### src/rtl/alu_arbiter.sv
// Two-requester round-robin arbiter sequencing operations through one shared ALU.
// Each accepted operation executes for one cycle and returns a registered response to its issuer.

module alu #(
    parameter int bits = 8
) (
    input  logic [bits-1:0] a,
    input  logic [bits-1:0] b,
    input  logic [2:0]      op,
    output logic [bits-1:0] x,
    output logic            err
);

    // Opcode decode; illegal codes produce a zero result with err set.
    always_comb begin
        x   = {bits{1'b0}};
        err = 1'b0;
        case (op)
            3'd0:    x = a + b;
            3'd1:    x = a - b;
            3'd3:    x = a & b;
            3'd4:    x = a | b;
            3'd5:    x = a ^ b;
            3'd6:    x = ~a;
            default: err = 1'b1;
        endcase
    end

endmodule

module alu_arbiter #(
    parameter int bits = 8
) (
    input  logic            clk,
    input  logic            rst_n,
    input  logic            req0_valid,
    output logic            req0_ready,
    input  logic [bits-1:0] req0_a,
    input  logic [bits-1:0] req0_b,
    input  logic [2:0]      req0_op,
    output logic            rsp0_valid,
    input  logic            rsp0_ready,
    output logic [bits-1:0] rsp0_x,
    output logic            rsp0_err,
    input  logic            req1_valid,
    output logic            req1_ready,
    input  logic [bits-1:0] req1_a,
    input  logic [bits-1:0] req1_b,
    input  logic [2:0]      req1_op,
    output logic            rsp1_valid,
    input  logic            rsp1_ready,
    output logic [bits-1:0] rsp1_x,
    output logic            rsp1_err,
    output logic            busy
);

    localparam logic [1:0] IDLE = 2'd0;
    localparam logic [1:0] EXEC = 2'd1;
    localparam logic [1:0] RESP = 2'd2;

    logic [1:0]      state_r;
    logic            last_grant_r;
    logic            id_r;
    logic [bits-1:0] a_r;
    logic [bits-1:0] b_r;
    logic [2:0]      op_r;
    logic [bits-1:0] rsp0_x_r;
    logic [bits-1:0] rsp1_x_r;
    logic            rsp0_err_r;
    logic            rsp1_err_r;
    logic            rsp0_valid_r;
    logic            rsp1_valid_r;
    logic            busy_r;
    logic            grant0_s;
    logic            grant1_s;
    logic            rsp_done_s;
    logic [bits-1:0] alu_x_s;
    logic            alu_err_s;

    alu #(.bits(bits)) u_alu (
        .a   (a_r),
        .b   (b_r),
        .op  (op_r),
        .x   (alu_x_s),
        .err (alu_err_s)
    );

    // Round-robin grant: last_grant_r names the requester served most recently.
    // Gated by rst_n so both readies read 0 while reset is held.
    always_comb begin
        grant0_s = 1'b0;
        grant1_s = 1'b0;
        if (rst_n && (state_r == IDLE)) begin
            grant0_s = req0_valid && (!req1_valid || last_grant_r);
            grant1_s = req1_valid && (!req0_valid || !last_grant_r);
        end else begin
            grant0_s = 1'b0;
            grant1_s = 1'b0;
        end
    end

    assign rsp_done_s = id_r ? rsp1_ready : rsp0_ready;

    // Sequencer: accept, execute, then hold the response until consumed.
    always_ff @(posedge clk or negedge rst_n) begin
        if (!rst_n) begin
            state_r      <= IDLE;
            last_grant_r <= 1'b1;
            id_r         <= 1'b0;
            a_r          <= {bits{1'b0}};
            b_r          <= {bits{1'b0}};
            op_r         <= 3'd0;
            rsp0_x_r     <= {bits{1'b0}};
            rsp1_x_r     <= {bits{1'b0}};
            rsp0_err_r   <= 1'b0;
            rsp1_err_r   <= 1'b0;
            rsp0_valid_r <= 1'b0;
            rsp1_valid_r <= 1'b0;
            busy_r       <= 1'b0;
        end else begin
            case (state_r)
                IDLE: begin
                    if (grant0_s) begin
                        a_r          <= req0_a;
                        b_r          <= req0_b;
                        op_r         <= req0_op;
                        id_r         <= 1'b0;
                        last_grant_r <= 1'b0;
                        state_r      <= EXEC;
                        busy_r       <= 1'b1;
                    end else if (grant1_s) begin
                        a_r          <= req1_a;
                        b_r          <= req1_b;
                        op_r         <= req1_op;
                        id_r         <= 1'b1;
                        last_grant_r <= 1'b1;
                        state_r      <= EXEC;
                        busy_r       <= 1'b1;
                    end else begin
                        state_r <= IDLE;
                    end
                end
                EXEC: begin
                    if (id_r) begin
                        rsp1_x_r     <= alu_x_s;
                        rsp1_err_r   <= alu_err_s;
                        rsp1_valid_r <= 1'b1;
                    end else begin
                        rsp0_x_r     <= alu_x_s;
                        rsp0_err_r   <= alu_err_s;
                        rsp0_valid_r <= 1'b1;
                    end
                    state_r <= RESP;
                end
                RESP: begin
                    if (rsp_done_s) begin
                        rsp0_valid_r <= 1'b0;
                        rsp1_valid_r <= 1'b0;
                        busy_r       <= 1'b0;
                        state_r      <= IDLE;
                    end else begin
                        state_r <= RESP;
                    end
                end
                default: begin
                    rsp0_valid_r <= 1'b0;
                    rsp1_valid_r <= 1'b0;
                    busy_r       <= 1'b0;
                    state_r      <= IDLE;
                end
            endcase
        end
    end

    assign req0_ready = grant0_s;
    assign req1_ready = grant1_s;
    assign rsp0_valid = rsp0_valid_r;
    assign rsp1_valid = rsp1_valid_r;
    assign rsp0_x     = rsp0_x_r;
    assign rsp1_x     = rsp1_x_r;
    assign rsp0_err   = rsp0_err_r;
    assign rsp1_err   = rsp1_err_r;
    assign busy       = busy_r;

endmodule

### config.mk
export PLATFORM = sky130hd
export DESIGN_NAME = alu_arbiter
export DESIGN_NICKNAME = d
export VERILOG_FILES = /design/src/rtl/alu_arbiter.sv
export SDC_FILE = /design/constraint.sdc
export NUM_CORES = 1
export LEC_CHECK = 0
export CORE_AREA = 2 2 115 61
export DETAILED_ROUTE_END_ITERATION = 7
export DIE_AREA = 0 0 117 63
export GPL_ROUTABILITY_DRIVEN = 0
export MAX_ROUTING_LAYER = met4
export PLACE_DENSITY = 0.83
export SLEW_MARGIN = 20
export SYNTH_ARGS = -nofsm -noshare
export SYNTH_HDL_FRONTEND = slang
export SYNTH_SLANG_ARGS = --single-unit
### constraint.sdc
create_clock -name clk -period 2.2 [get_ports clk]
set_input_delay 0.33 -clock clk [delete_from_list [all_inputs] [get_ports clk]]
set_output_delay 0.33 -clock clk [all_outputs]
set_load 0.01 [all_outputs]
## Yosys cells after proc, flatten, opt, wreduce, memory -nomap -nowiden

Index checks and enable logic that the tools add are counted.

- Register bits after elaboration: 44
- Bits of input ports: 44
- Word-level logic and storage cells: 75

- Add/sub/neg operators: 2
- Eq/ne operators: 11
- Multiplexer cells: 24
- Bitwise gates (word level): 7
- Reductions and logical operators: 18

Operators with widths:

| operator | count |
|---|---|
| $pmux 8 s6 | 1 |
| $mux 8 | 4 |
| $mux 1 | 12 |
| $eq 3x3->1 const B | 3 |
| $pmux 1 s3 | 3 |
| $reduce_and 3->1 | 3 |
| $add 8x8->8 | 1 |
| $and 8x8->8 | 1 |
| $not 8->8 | 1 |
| $or 8x8->8 | 1 |
| $sub 8x8->8 | 1 |
| $xor 8x8->8 | 1 |
| $mux 3 | 2 |
| $ne 2x2->1 const B | 3 |
| $pmux 2 s3 | 1 |
| $reduce_and 2->1 | 3 |
| $reduce_or 6->1 | 1 |
| $eq 3x1->1 const B | 1 |
| $eq 3x2->1 const B | 1 |
| $logic_and 1x1->1 | 3 |
| $logic_not 1->1 | 3 |
| $logic_not 3->1 | 1 |
| $ne 3x3->1 const B | 1 |
| $not 1->1 | 3 |
| 6 further kinds | 7 |

## Depth between registers and ports, before layout

- Depth after elaboration: 7
- Gate-level depth with buffers: 12
- Depth with buffers taken out: 12

## Modules after synthesis

A second synthesis with hierarchy kept.

- Cell total of the unflattened synthesis: 343
- Area, all modules: 3175.5 µm²

Modules (own cells, without submodules):

| module | instances | cells an instance | area each (µm²) | seq. area each (µm²) |
|---|---|---|---|---|
| alu_arbiter | 1 | 198 | 2112.0 | 1102.3 |
| alu | 1 | 145 | 1063.5 | 0.0 |

## Worst setup path before layout

OpenSTA, ideal clock, no wires.

- Path kind: flip-flop to flip-flop
- From: reg op_r[2]
- To: reg rsp1_x_r[6], in the netlist rsp1_x[6]
- Setup time: 131 ps
- Arrival: 2299 ps
- Data required time: 2069 ps
- Setup slack: -230 ps
- Stages on the path, launching flop included: 10
- Path buffers: 0
- Cells stage by stage: dfrtp_1 > nor3b_4 > mux2_2 > fa_1 > nor2b_1 > o21bai_1 > a21boi_0 > o21ai_0 > a31oi_1 > o21ai_0

- Longest elaborated chain between the ends: 2
- Elaborated cells on any way between the ends: 7
- Those cells by class: 5 x eq/ne; 1 x mux; 1 x reduce/logical

Ends and longest elaborated chain:

| item | line | text |
|---|---|---|
| start: declaration | 66 | `logic [2:0] op_r;` |
| start signal: assignment | 126 | `op_r <= req0_op;` |
| start signal: assignment | 134 | `op_r <= req1_op;` |
| $eq 3x3->1, or another cell as far along | 18 | `case (op)` |
| $pmux 8 s6 * | 18 |  |
| end signal: assignment | 114 | `rsp1_x_r <= {bits{1'b0}};` |
| end signal: assignment | 145 | `rsp1_x_r <= alu_x_s;` |
| end: declaration | 68 | `logic [bits-1:0] rsp1_x_r;` |

Every way passes the cells marked *; elsewhere a longest branch is shown, timed or not.
A chain may end at the register's enable or synchronous reset.

## Worst setup path after layout

- From: reg b_r[1]
- To: reg rsp0_x_r[6], in the netlist rsp0_x[6]

- Longest elaborated chain between the ends: 2
- Elaborated cells on any way between the ends: 3
- Those cells by class: 2 x add/sub; 1 x mux

Ends and longest elaborated chain:

| item | line | text |
|---|---|---|
| start: declaration | 65 | `logic [bits-1:0] b_r;` |
| start signal: assignment | 111 | `b_r <= {bits{1'b0}};` |
| start signal: assignment | 125 | `b_r <= req0_b;` |
| start signal: assignment | 133 | `b_r <= req1_b;` |
| $sub 8x8->8 or $add 8x8->8 (tied branches) | 20, 19 |  |
| $pmux 8 s6 * | 18 |  |
| end signal: assignment | 113 | `rsp0_x_r <= {bits{1'b0}};` |
| end signal: assignment | 149 | `rsp0_x_r <= alu_x_s;` |
| end: declaration | 67 | `logic [bits-1:0] rsp0_x_r;` |

Marked as above.

==> results.cfg <==
[global_route]
use_met1_pct = 32.7
use_met3_pct = 10.7
grt_usage_pct = 24.4
grt_util_met2_pct = 34.6
antenna_found_initial = 0
grt_max_degree = 45
grt-busiest-layer = met2
grt_pass1_vias = 2680
overflow = 0
grt_pass1_wl_mm = 13.3

[timing]
max_freq_mhz = 413
skew_ns = 0.00218
worstMarginPinSlew_ns = 0.540
whs_ns = 0.246
slew_violations = 0
setup_viol = 14
relSlewSlack_pct = 64.0
hold_violations = 0
fin_ws_ns = -0.220
fin_crit_sh_pct = 110
rsz0062_at_grt = yes
period_minus_slack_ns = 2.42

[synth]
synth_area_um2 = 2800
yosys_warnings = 0
yosysSeqAreaShare_pct = 39.4
synth-edff-count = 0
synth_flop_cell = dfrtp_1
syn_inst = 330
synth_seq_cells = 44
yosysMostFrequentCell = nand2_1
synth_nets = 399
async_flop_share_pct = 100
syn_area_per_cell_um2 = 8.48
synth.top_cells.by_count = nand2_1 (74), dfrtp_1 (43), nor2_1 (29)
synth_area_leaders = dfrtp_1 (38%), ha_1 (11%), nand2_1 (9.9%)
synth_top_area_cell = dfrtp_1
synth_top_area_share_pct = 38.5
ys_types = 38

[finish]
diodes = 0
drive_above_1_share_pct = 20.9
stdcell_count = 517
final_nets = 493
syn_to_final_growth_pct = 46.7

[setup_path]
start_kind = flop
crit_arrival_ns = 2.57
r2r_setup_slack_ns = -0.22
critPathRequiredTime_ns = 2.35
cp_max_fo = 3
reg2reg_depth = 12
r2r_start = b_r[1]
path_class = flop to flop
worstSetupEndpointType = flop
rr_endpoint = rsp0_x[6]

[cts]
htreeDepth = 2
root_buffer = clkbuf_16
clk_pin_slew_ns = 0.06
clock_latency_ns = 0.29
cts_tree = yes
ctsHoldBuffers = 0
cts.path.max_buffers = 2
cts_sinks = 44
cts_buffers = 5

[outcome]
status = finished with violations
violations = negative setup slack

[power]
power_density_nw_per_um2 = 1910
p_comb_share_pct = 70.2
leakagePower_nw = 1.87
power_frac_seq_pct = 20.2
power.share.switching_pct = 44.7
power_frac_clock_pct = 9.6
p_int_mw = 4.33
ir_drop_mv = 0.764
switchingPower_mw = 3.51

[floorplanning]
core_area_um2 = 6440
die_w_um = 117
rows = 21
die_height_um = 63
initial_core_util_pct = 43.5
io_pins = 67
die-area_um2 = 7370

[placed_design]
dp_hpwl_mm = 6.32
dp.cells = 505
io_buffers = 66

[detailed_routing]
drc = 0
vias = 2730
wire_per_inst_um = 16.5
routed_wl_mm = 8.51
drt_iter0_drc = 205
vias_per_cell = 5.28
ant_nets = 0
firstDrtPassIters = 4

[run]
cap_violations = 0

[min_path]
min_path_type = input pin to asynchronous set/reset pin
[critical path, stage by stage, from the launching register on]
cell	delay [ns]
dfrtp_1	0.37
inv_2	0.06
ha_4	0.15
and3_4	0.18
nor2_2	0.13
xnor2_1	0.13
ha_1	0.30
nand2_2	0.12
o21bai_1	0.13
a21boi_1	0.09
or3_1	0.34
a31oi_2	0.21
o21ai_1	0.08
[cells by family after synthesis]
group | Yosys count | share of synthesized area (%)
compound gates | 80 | 17.7
buf+inv | 36 | 5.32
simple gates | 126 | 19.5
mux | 8 | 3.22
fa+ha+maj | 25 | 11.4
flops | 44 | 39.4
xor+xnor | 11 | 3.44
[cell type report]
| type | count | area, um^2 |
|---|---|---|
| fillers | 518 | 2330 |
| flip-flops and latches | 44 | 1100 |
| well taps | 92 | 115 |
| multi-input cells | 250 | 1720 |
| repair buffers | 102 | 937 |
| clock buffers | 8 | 146 |
| inverters | 21 | 78.8 |
[per-layer routing]
layer / wire, um / share of wire [%]
met4: 46 / 0.54
met2: 3670 / 43
met3: 876 / 10
met5: 0 / 0
met1: 3920 / 46
[cell usage in the layout, fill, tap and decap left out, drive strengths merged]
cell type      instances
a21boi                 1
a21oi                 12
a222oi                 1
a22o                   3
a31oi                 23
a41oi                  1
and2                   1
and3                   1
buf                   37
clkbuf                 8
clkdlybuf4s50         65
dfrtp                 43
dfstp                  1
fa                     1
ha                    24
inv                   21
mux2                   8
nand2                 74
nand2b                 2
nand3                  2
nand3b                 1
nand4                  3
nor2                  29
nor2b                  7
nor3                   2
nor3b                  1
o2111ai                1
o211ai                 3
o21a                   5
o21ai                 27
o21bai                 1
o221a                  1
o31ai                  1
or2b                   1
or3                    2
xnor2                  8
xor2                   3
[power groups by stage]
stage	logic [mW]	clock network, mW	registers (mW)
2_1_floorplan	2.59	0	1.59
3_3_place_gp	4.27	0	1.54
3_5_place_dp	4.44	0	1.57
4_1_cts	4.95	0.752	1.57
5_1_grt	6.00	0.787	1.63
6_report	5.50	0.752	1.58
[sequential cells by signal, indices dropped and copies added (netlist names)]
| name | cells |
|---|---|
| id_r | 1 |
| rsp1_err | 1 |
| rsp0_err | 1 |
| busy | 1 |
| last_grant_r | 1 |
| rsp0_valid | 1 |
| a_r | 8 |
| rsp1_x | 8 |
| rsp0_x | 8 |
| rsp1_valid | 1 |
| op_r | 3 |
| state_r | 2 |
| b_r | 8 |
[timing repair]
item / in CTS / in global routing
pin swaps: 22 / 10
gates cloned: 0 / 0
gates resized for setup: 35 / 14
setup buffers: 3 / 2
endpoints found under the setup margin: 14 / 14
[per-stage QoR]
stage	cell area (um^2)	utilization [%]	power, mW	setup slack, ns	setup TNS, ns
detailed placement	3770	58.5	6.01	-0.243	-1.71
CTS	4030	62.5	7.27	-0.188	-1.51
global route	4110	63.8	8.42	-0.368	-3.73
floorplan	2820	-	4.18	-0.116	-0.488
global placement	3770	58.5	5.81	-0.159	-0.923
finish	4110	63.8	7.84	-0.220	-2.23
[worst max path at each step]
stage | startpoint | endpoint | slack, ns | cells after the start
floorplan | op_r[1] | rsp1_x[6] | -0.12 | 10
global placement | op_r[1] | rsp1_x[5] | -0.16 | 10
detailed placement | b_r[0] | rsp1_x[5] | -0.24 | 11
CTS | op_r[2] | rsp0_x[5] | -0.19 | 11
global route | b_r[1] | rsp0_x[6] | -0.37 | 12
finish | b_r[1] | rsp0_x[6] | -0.22 | 12
Note: power is estimated with default switching activity, not from simulation.
